===== config.mk =====
export PLATFORM = sky130hd
export DESIGN_NAME = heartbeat_pwm_gen
export DESIGN_NICKNAME = d
export VERILOG_FILES = /design/src/rtl/heartbeat_pwm_gen_pkg.sv /design/src/rtl/heartbeat_pwm_gen_hb_wdog.sv /design/src/rtl/heartbeat_pwm_gen.sv
export SDC_FILE = /design/constraint.sdc
export NUM_CORES = 1
export LEC_CHECK = 0
export ABC_AREA = 1
export BUFFER_PORTS_ARGS = -buffer_cell sky130_fd_sc_hd__buf_2
export CAP_MARGIN = 20
export CORE_MARGIN = 1.5
export CORE_UTILIZATION = 60
export CTS_CLUSTER_SIZE = 12
export DETAILED_ROUTE_END_ITERATION = 12
export GPL_ROUTABILITY_DRIVEN = 0
export GPL_TIMING_DRIVEN = 0
export PLACE_DENSITY = 0.88
export SLEW_MARGIN = 20
export SYNTH_ARGS = -nofsm -noshare
export SYNTH_HDL_FRONTEND = slang
export SYNTH_SLANG_ARGS = --single-unit

===== constraint.sdc =====
create_clock -name clk -period 2.1 [get_ports clk]
set_input_delay 0.105 -clock clk [delete_from_list [all_inputs] [get_ports clk]]
set_output_delay 0.105 -clock clk [all_outputs]
set_load 0.1 [all_outputs]

===== src/rtl/heartbeat_pwm_gen_pkg.sv =====
// Shared definitions for the heartbeat PWM transmitter: oscillator period in
// clocks (`OSC, also used by the UART and the peer pulse detector), FSM state
// encodings and the default watchdog timeout.
`ifndef OSC
`define OSC 14746
`endif

package heartbeat_pwm_gen_pkg;

  typedef enum logic [1:0] {
    ST_IDLE = 2'd0,
    ST_HIGH = 2'd1,
    ST_LOW  = 2'd2
  } hb_state_e;

  localparam int KICK_TIMEOUT_DEFAULT = 100;

endpackage


===== src/rtl/heartbeat_pwm_gen_hb_wdog.sv =====
// Heartbeat watchdog: counts completed heartbeat periods since the last kick
// and flags expiry after KICK_TIMEOUT of them. Only built when
// HEARTBEAT_WDOG_EN is defined.
//
// expiring is the combinational "this period end reaches the timeout" term so
// the FSM can refuse to start another period on the very edge the flag rises.
// A kick in the same clock overrides it.
`ifdef HEARTBEAT_WDOG_EN
module hb_wdog
  import heartbeat_pwm_gen_pkg::*;
#(
  parameter int KICK_TIMEOUT = KICK_TIMEOUT_DEFAULT
) (
  input  logic clk,
  input  logic rst_n,
  input  logic period_done,
  input  logic kick,
  output logic expired,
  output logic expiring
);

  localparam logic [15:0] TIMEOUT      = 16'(KICK_TIMEOUT);
  localparam logic [15:0] TIMEOUT_LAST = 16'(KICK_TIMEOUT - 1);

  logic [15:0] count_q, count_d;
  logic        expired_q, expired_d;

  assign expiring = period_done && !kick && (count_q >= TIMEOUT_LAST);
  assign expired  = expired_q;

  // Period count: kick clears, completed periods advance (saturating at timeout).
  always_comb begin
    count_d   = count_q;
    expired_d = expired_q;
    if (kick) begin
      count_d   = 16'd0;
      expired_d = 1'b0;
    end else if (period_done) begin
      if (count_q < TIMEOUT) begin
        count_d = count_q + 16'd1;
      end
      if (expiring) begin
        expired_d = 1'b1;
      end
    end
  end

  // Watchdog state registers.
  always_ff @(posedge clk or negedge rst_n) begin
    if (!rst_n) begin
      count_q   <= 16'd0;
      expired_q <= 1'b0;
    end else begin
      count_q   <= count_d;
      expired_q <= expired_d;
    end
  end

endmodule
`endif


===== src/rtl/heartbeat_pwm_gen.sv =====
// Heartbeat PWM transmitter: whole, glitch-free periods of PERIOD clocks with
// HIGH_CYCLES high, back-to-back while en is high. Optional watchdog
// (HEARTBEAT_WDOG_EN) halts output when the core stops kicking.
//
// state   | meaning
// --------+-----------------------------------------------
// ST_IDLE | output low, waiting for en (and no watchdog expiry)
// ST_HIGH | high phase, cnt 0 .. HIGH_CYCLES-1
// ST_LOW  | low phase, cnt HIGH_CYCLES .. PERIOD-1
module heartbeat_pwm_gen
  import heartbeat_pwm_gen_pkg::*;
#(
  parameter int PERIOD       = `OSC,
  parameter int HIGH_CYCLES  = PERIOD / 2,
  parameter int KICK_TIMEOUT = KICK_TIMEOUT_DEFAULT
) (
  input  logic clk,
  input  logic rst_n,
  input  logic en,
  input  logic kick,
  output logic pwm,
  output logic active,
  output logic period_tick,
  output logic wdog_expired
);

  if (PERIOD < 4 || PERIOD > 65535) begin : g_bad_period
    $error("heartbeat_pwm_gen: PERIOD out of range");
  end
  if (HIGH_CYCLES < 1 || HIGH_CYCLES >= PERIOD) begin : g_bad_high
    $error("heartbeat_pwm_gen: HIGH_CYCLES out of range");
  end
  if (KICK_TIMEOUT < 1 || KICK_TIMEOUT > 65535) begin : g_bad_timeout
    $error("heartbeat_pwm_gen: KICK_TIMEOUT out of range");
  end

  localparam logic [15:0] HIGH_LAST   = 16'(HIGH_CYCLES - 1);
  localparam logic [15:0] PERIOD_LAST = 16'(PERIOD - 1);

  hb_state_e   state_q, state_d;
  logic [15:0] cnt_q, cnt_d;
  logic        pwm_q, pwm_d;
  logic        active_q, active_d;
  logic        tick_q, tick_d;

  logic period_done;
  logic wdog_block;
  logic may_start;

  assign period_done = (state_q == ST_LOW) && (cnt_q == PERIOD_LAST);

`ifdef HEARTBEAT_WDOG_EN
  logic wdog_expired_w;
  logic wdog_expiring_w;

  hb_wdog #(
    .KICK_TIMEOUT(KICK_TIMEOUT)
  ) u_wdog (
    .clk        (clk),
    .rst_n      (rst_n),
    .period_done(period_done),
    .kick       (kick),
    .expired    (wdog_expired_w),
    .expiring   (wdog_expiring_w)
  );

  assign wdog_block   = wdog_expired_w | wdog_expiring_w;
  assign wdog_expired = wdog_expired_w;
`else
  // Without the watchdog kick has no effect on the output.
  assign wdog_block   = 1'b0;
  assign wdog_expired = 1'b0 & kick;
`endif

  assign may_start = en && !wdog_block;

  // Next state, phase counter and registered-output values.
  always_comb begin
    state_d = state_q;
    cnt_d   = cnt_q;
    case (state_q)
      ST_IDLE: begin
        if (may_start) begin
          state_d = ST_HIGH;
          cnt_d   = 16'd0;
        end
      end
      ST_HIGH: begin
        cnt_d = cnt_q + 16'd1;
        if (cnt_q == HIGH_LAST) begin
          state_d = ST_LOW;
        end
      end
      ST_LOW: begin
        if (period_done) begin
          state_d = may_start ? ST_HIGH : ST_IDLE;
          cnt_d   = 16'd0;
        end else begin
          cnt_d = cnt_q + 16'd1;
        end
      end
      default: begin
        state_d = ST_IDLE;
        cnt_d   = 16'd0;
      end
    endcase
    pwm_d    = (state_d == ST_HIGH);
    active_d = (state_d != ST_IDLE);
    tick_d   = (state_d == ST_HIGH) && (cnt_d == 16'd0);
  end

  // State, counter and output registers.
  always_ff @(posedge clk or negedge rst_n) begin
    if (!rst_n) begin
      state_q  <= ST_IDLE;
      cnt_q    <= 16'd0;
      pwm_q    <= 1'b0;
      active_q <= 1'b0;
      tick_q   <= 1'b0;
    end else begin
      state_q  <= state_d;
      cnt_q    <= cnt_d;
      pwm_q    <= pwm_d;
      active_q <= active_d;
      tick_q   <= tick_d;
    end
  end

  assign pwm         = pwm_q;
  assign active      = active_q;
  assign period_tick = tick_q;

endmodule

==> reports/metrics.cfg <==
[status]
status=completed

[place]
dp_hpwl_mm=2.62
dp_cells=268
portBuffers=5

[worst_setup_path]
crit_slowest_cell=dfrtp_1
worstSetupStartpoint=cnt_q[1]$_DFF_PN0_
endpoint_kind=register
setup.worst_path.start_class=register
cp.arrival_ps=2120
path_class=reg -> reg
worstPathRequired_ps=2350
crit_chain=inv_1 -> ha_1 -> nand3_1 -> nor2_2 -> nand2_2 -> nand3_1 -> o21ai_0 -> nor2_1 -> nand2_1 -> nor2_1 -> nand2_1 -> nor2_2
critPathMaxStageDelay_ps=440
cp_max_fo=5
worstReg2RegStart=cnt_q[1]$_DFF_PN0_
critPathTopFamily=simple AND/OR/NAND/NOR gates
cp_num_buf_inv=1

[yosys]
synthCells=233
synthFlopType=dfrtp_1
synth_top_area_share_pct=34.7
avgSynthCellArea_um2=6.50
yosysMostFrequentCell=nand2_1
synth_commonest_cells=64 x nand2_1, 42 x nor2_1, 35 x inv_1
yosys_warnings=0
ys_ff_latch=21
async_flop_share_pct=100
syn_nets=240
seq_area_frac_synth_pct=34.7
synth.distinct_cells=27
synthTopCellsByArea=dfrtp_1 35%, nand2_1 16%, nor2_1 10%
syn_area_mm2=0.00152
synth_edf_count=0
yosys.area.top_type=dfrtp_1

[die]
die_h_um=53.3
dieArea_mm2=0.00284
io_pins=8
chipWidth_um=53.3
fp-row-count=18
core_mm2=0.00243
start_util_pct=62.3

[power_and_ir_drop]
ir_drop_mv=0.723
power.density_mw_per_mm2=1120
pwr-share-clk_pct=11.4
combPwrFrac_pct=46.2
p_int_w=0.000892
p_seq_share_pct=42.4
leakage_nw=0.821
sw_frac_of_total_pct=50.7
p_switching_w=0.000915

[global_routing]
grt_pass1_vias=1248
track_usage_pct=27.7
grt_pass1_wl_mm=5.56
grt_max_degree=22
antenna_found_initial=0
overflow=0

[hold_path]
min_path_type=in -> reg
min_from=en

[timing]
hold_viol=0
final.setup.tns_ps=0
rsz0062_at_grt=no
hold-worst-slack_ps=159
timing_worst_slew_pin_value_ps=626
maxSlewViolCount=0
fin_crit_sh_pct=88.7
fmax_mhz=537
fin_skew_ps=9.94
max_slew_margin_pct=58.1
setup_viol=0
fin_crit_ps=1860

[layout]
drive_above_1_share_pct=10.7
final_nets=251
syn_to_final_growth_pct=6.77
diodes=0
final_cells=273
fill_cells=238

[route]
postRouteWirelength_mm=3.42
drc_errors=0
routedWlPerCell_um=12.5
num_vias=1428
drt_iter0_drc=93
drt_first_pass_iters=4
ant_nets=0
via_per_inst=5.23

[clocking]
h-tree-depth=1
cts_max_path_buffers=2
clkTransAtPathRegs_ps=130
cts_buffers=3
numClockSinks=21
clockRootBuffer=clkbuf_4
clk-insertion-delay-late_ps=320
cts_setup_buffers=0
hold_buffers=1
cts_resized=0
cts_tree=yes

[job]
max_cap_viol_count=0

[routing by layer]
layer	vias up	GRT usage (%)	wire, um
li1	740	-	-
met1	647	36.8	1570
met2	39	46.7	1630
met3	2	6.21	202
met4	0	4.27	20
met5	-	0	0
[cells by family after synthesis]
| logic type | count (synthesis) | share of synthesized area, % |
|---|---|---|
| and+or+nand+nor | 150 | 44.0 |
| buffers and inverters | 39 | 9.99 |
| DFF | 21 | 34.7 |
| AOI/OAI and AO/OA | 14 | 5.70 |
| xor gates and xnor gates | 5 | 2.89 |
| adders and majority gates | 3 | 2.48 |
| other | 1 | 0.247 |
[sequential cells by signal, indices dropped and copies added (netlist names)]
register,cells
active,1
pwm,1
period_tick,1
state_q,2
cnt_q,16
[cells in the final DEF, fill, tap and decap left out, drive strengths merged]
cell,instances
inv,37
nand2,68
dlygate4sd3,1
o211ai,3
or2,1
nor3,2
clkinvlp,1
xnor2,1
nand3,27
o21ai,7
ha,3
dfrtp,21
conb,1
nor2,47
o211a,1
buf,7
a21oi,3
xor2,4
nand4,5
clkbuf,3
[worst reg2reg max path, stage by stage (launching register included)]
cell and delay, ps:
dfrtp_1 440, inv_1 100, ha_1 180, nand3_1 100, nor2_2 150, nand2_2 100, nand3_1 80, o21ai_0 70
nor2_1 160, nand2_1 70, nor2_1 160, nand2_1 100, nor2_2 80
[metrics by stage]
step                utilization, %  area (um^2)  worst slack (ps)  power, W
global placement              64.9         1580               306   0.00156
global route                  66.5         1620              23.4   0.00198
floorplan                        -         1520               543   0.00138
finish                        66.5         1620               237   0.00181
CTS                           66.5         1620               252   0.00180
detailed placement            64.9         1580               292   0.00159
[worst paths after layout]
path / endpoint / slack, ps / cells past startpoint
min in group asynchronous: cnt_q[14]$_DFF_PN0_ / 250 / 2
max in group asynchronous: cnt_q[3]$_DFF_PN0_ / 1510 / 2
hold / removal: cnt_q[2]$_DFF_PN0_ / 160 / 4
hold reg to reg: cnt_q[14]$_DFF_PN0_ / 570 / 2
setup / recovery: period_tick$_DFF_PN0_ / 240 / 12
setup reg to reg: period_tick$_DFF_PN0_ / 240 / 12
[final cells by class]
| cell class | instances | area, um^2 | share of cell area (%) |
|---|---|---|---|
| plain buffers | 2 | 12.5 | 0.773 |
| clock buffers | 3 | 22.5 | 1.39 |
| clock inverters | 1 | 7.51 | 0.464 |
| inverters | 37 | 139 | 8.58 |
| multi-input cells | 173 | 838 | 51.8 |
| flip-flops and latches | 21 | 526 | 32.5 |
| well taps | 30 | 37.5 | 2.32 |
| repair buffers | 6 | 35.0 | 2.17 |
[power groups by stage]
stage	combinational, W	sequential (W)	clock [W]
floorplan	0.000681	0.000700	0
global placement	0.000796	0.000763	0
detailed placement	0.000825	0.000760	0
CTS	0.000834	0.000754	0.000215
global route	0.000967	0.000780	0.000233
finish	0.000836	0.000765	0.000206
(Power assumes the default switching activity.)
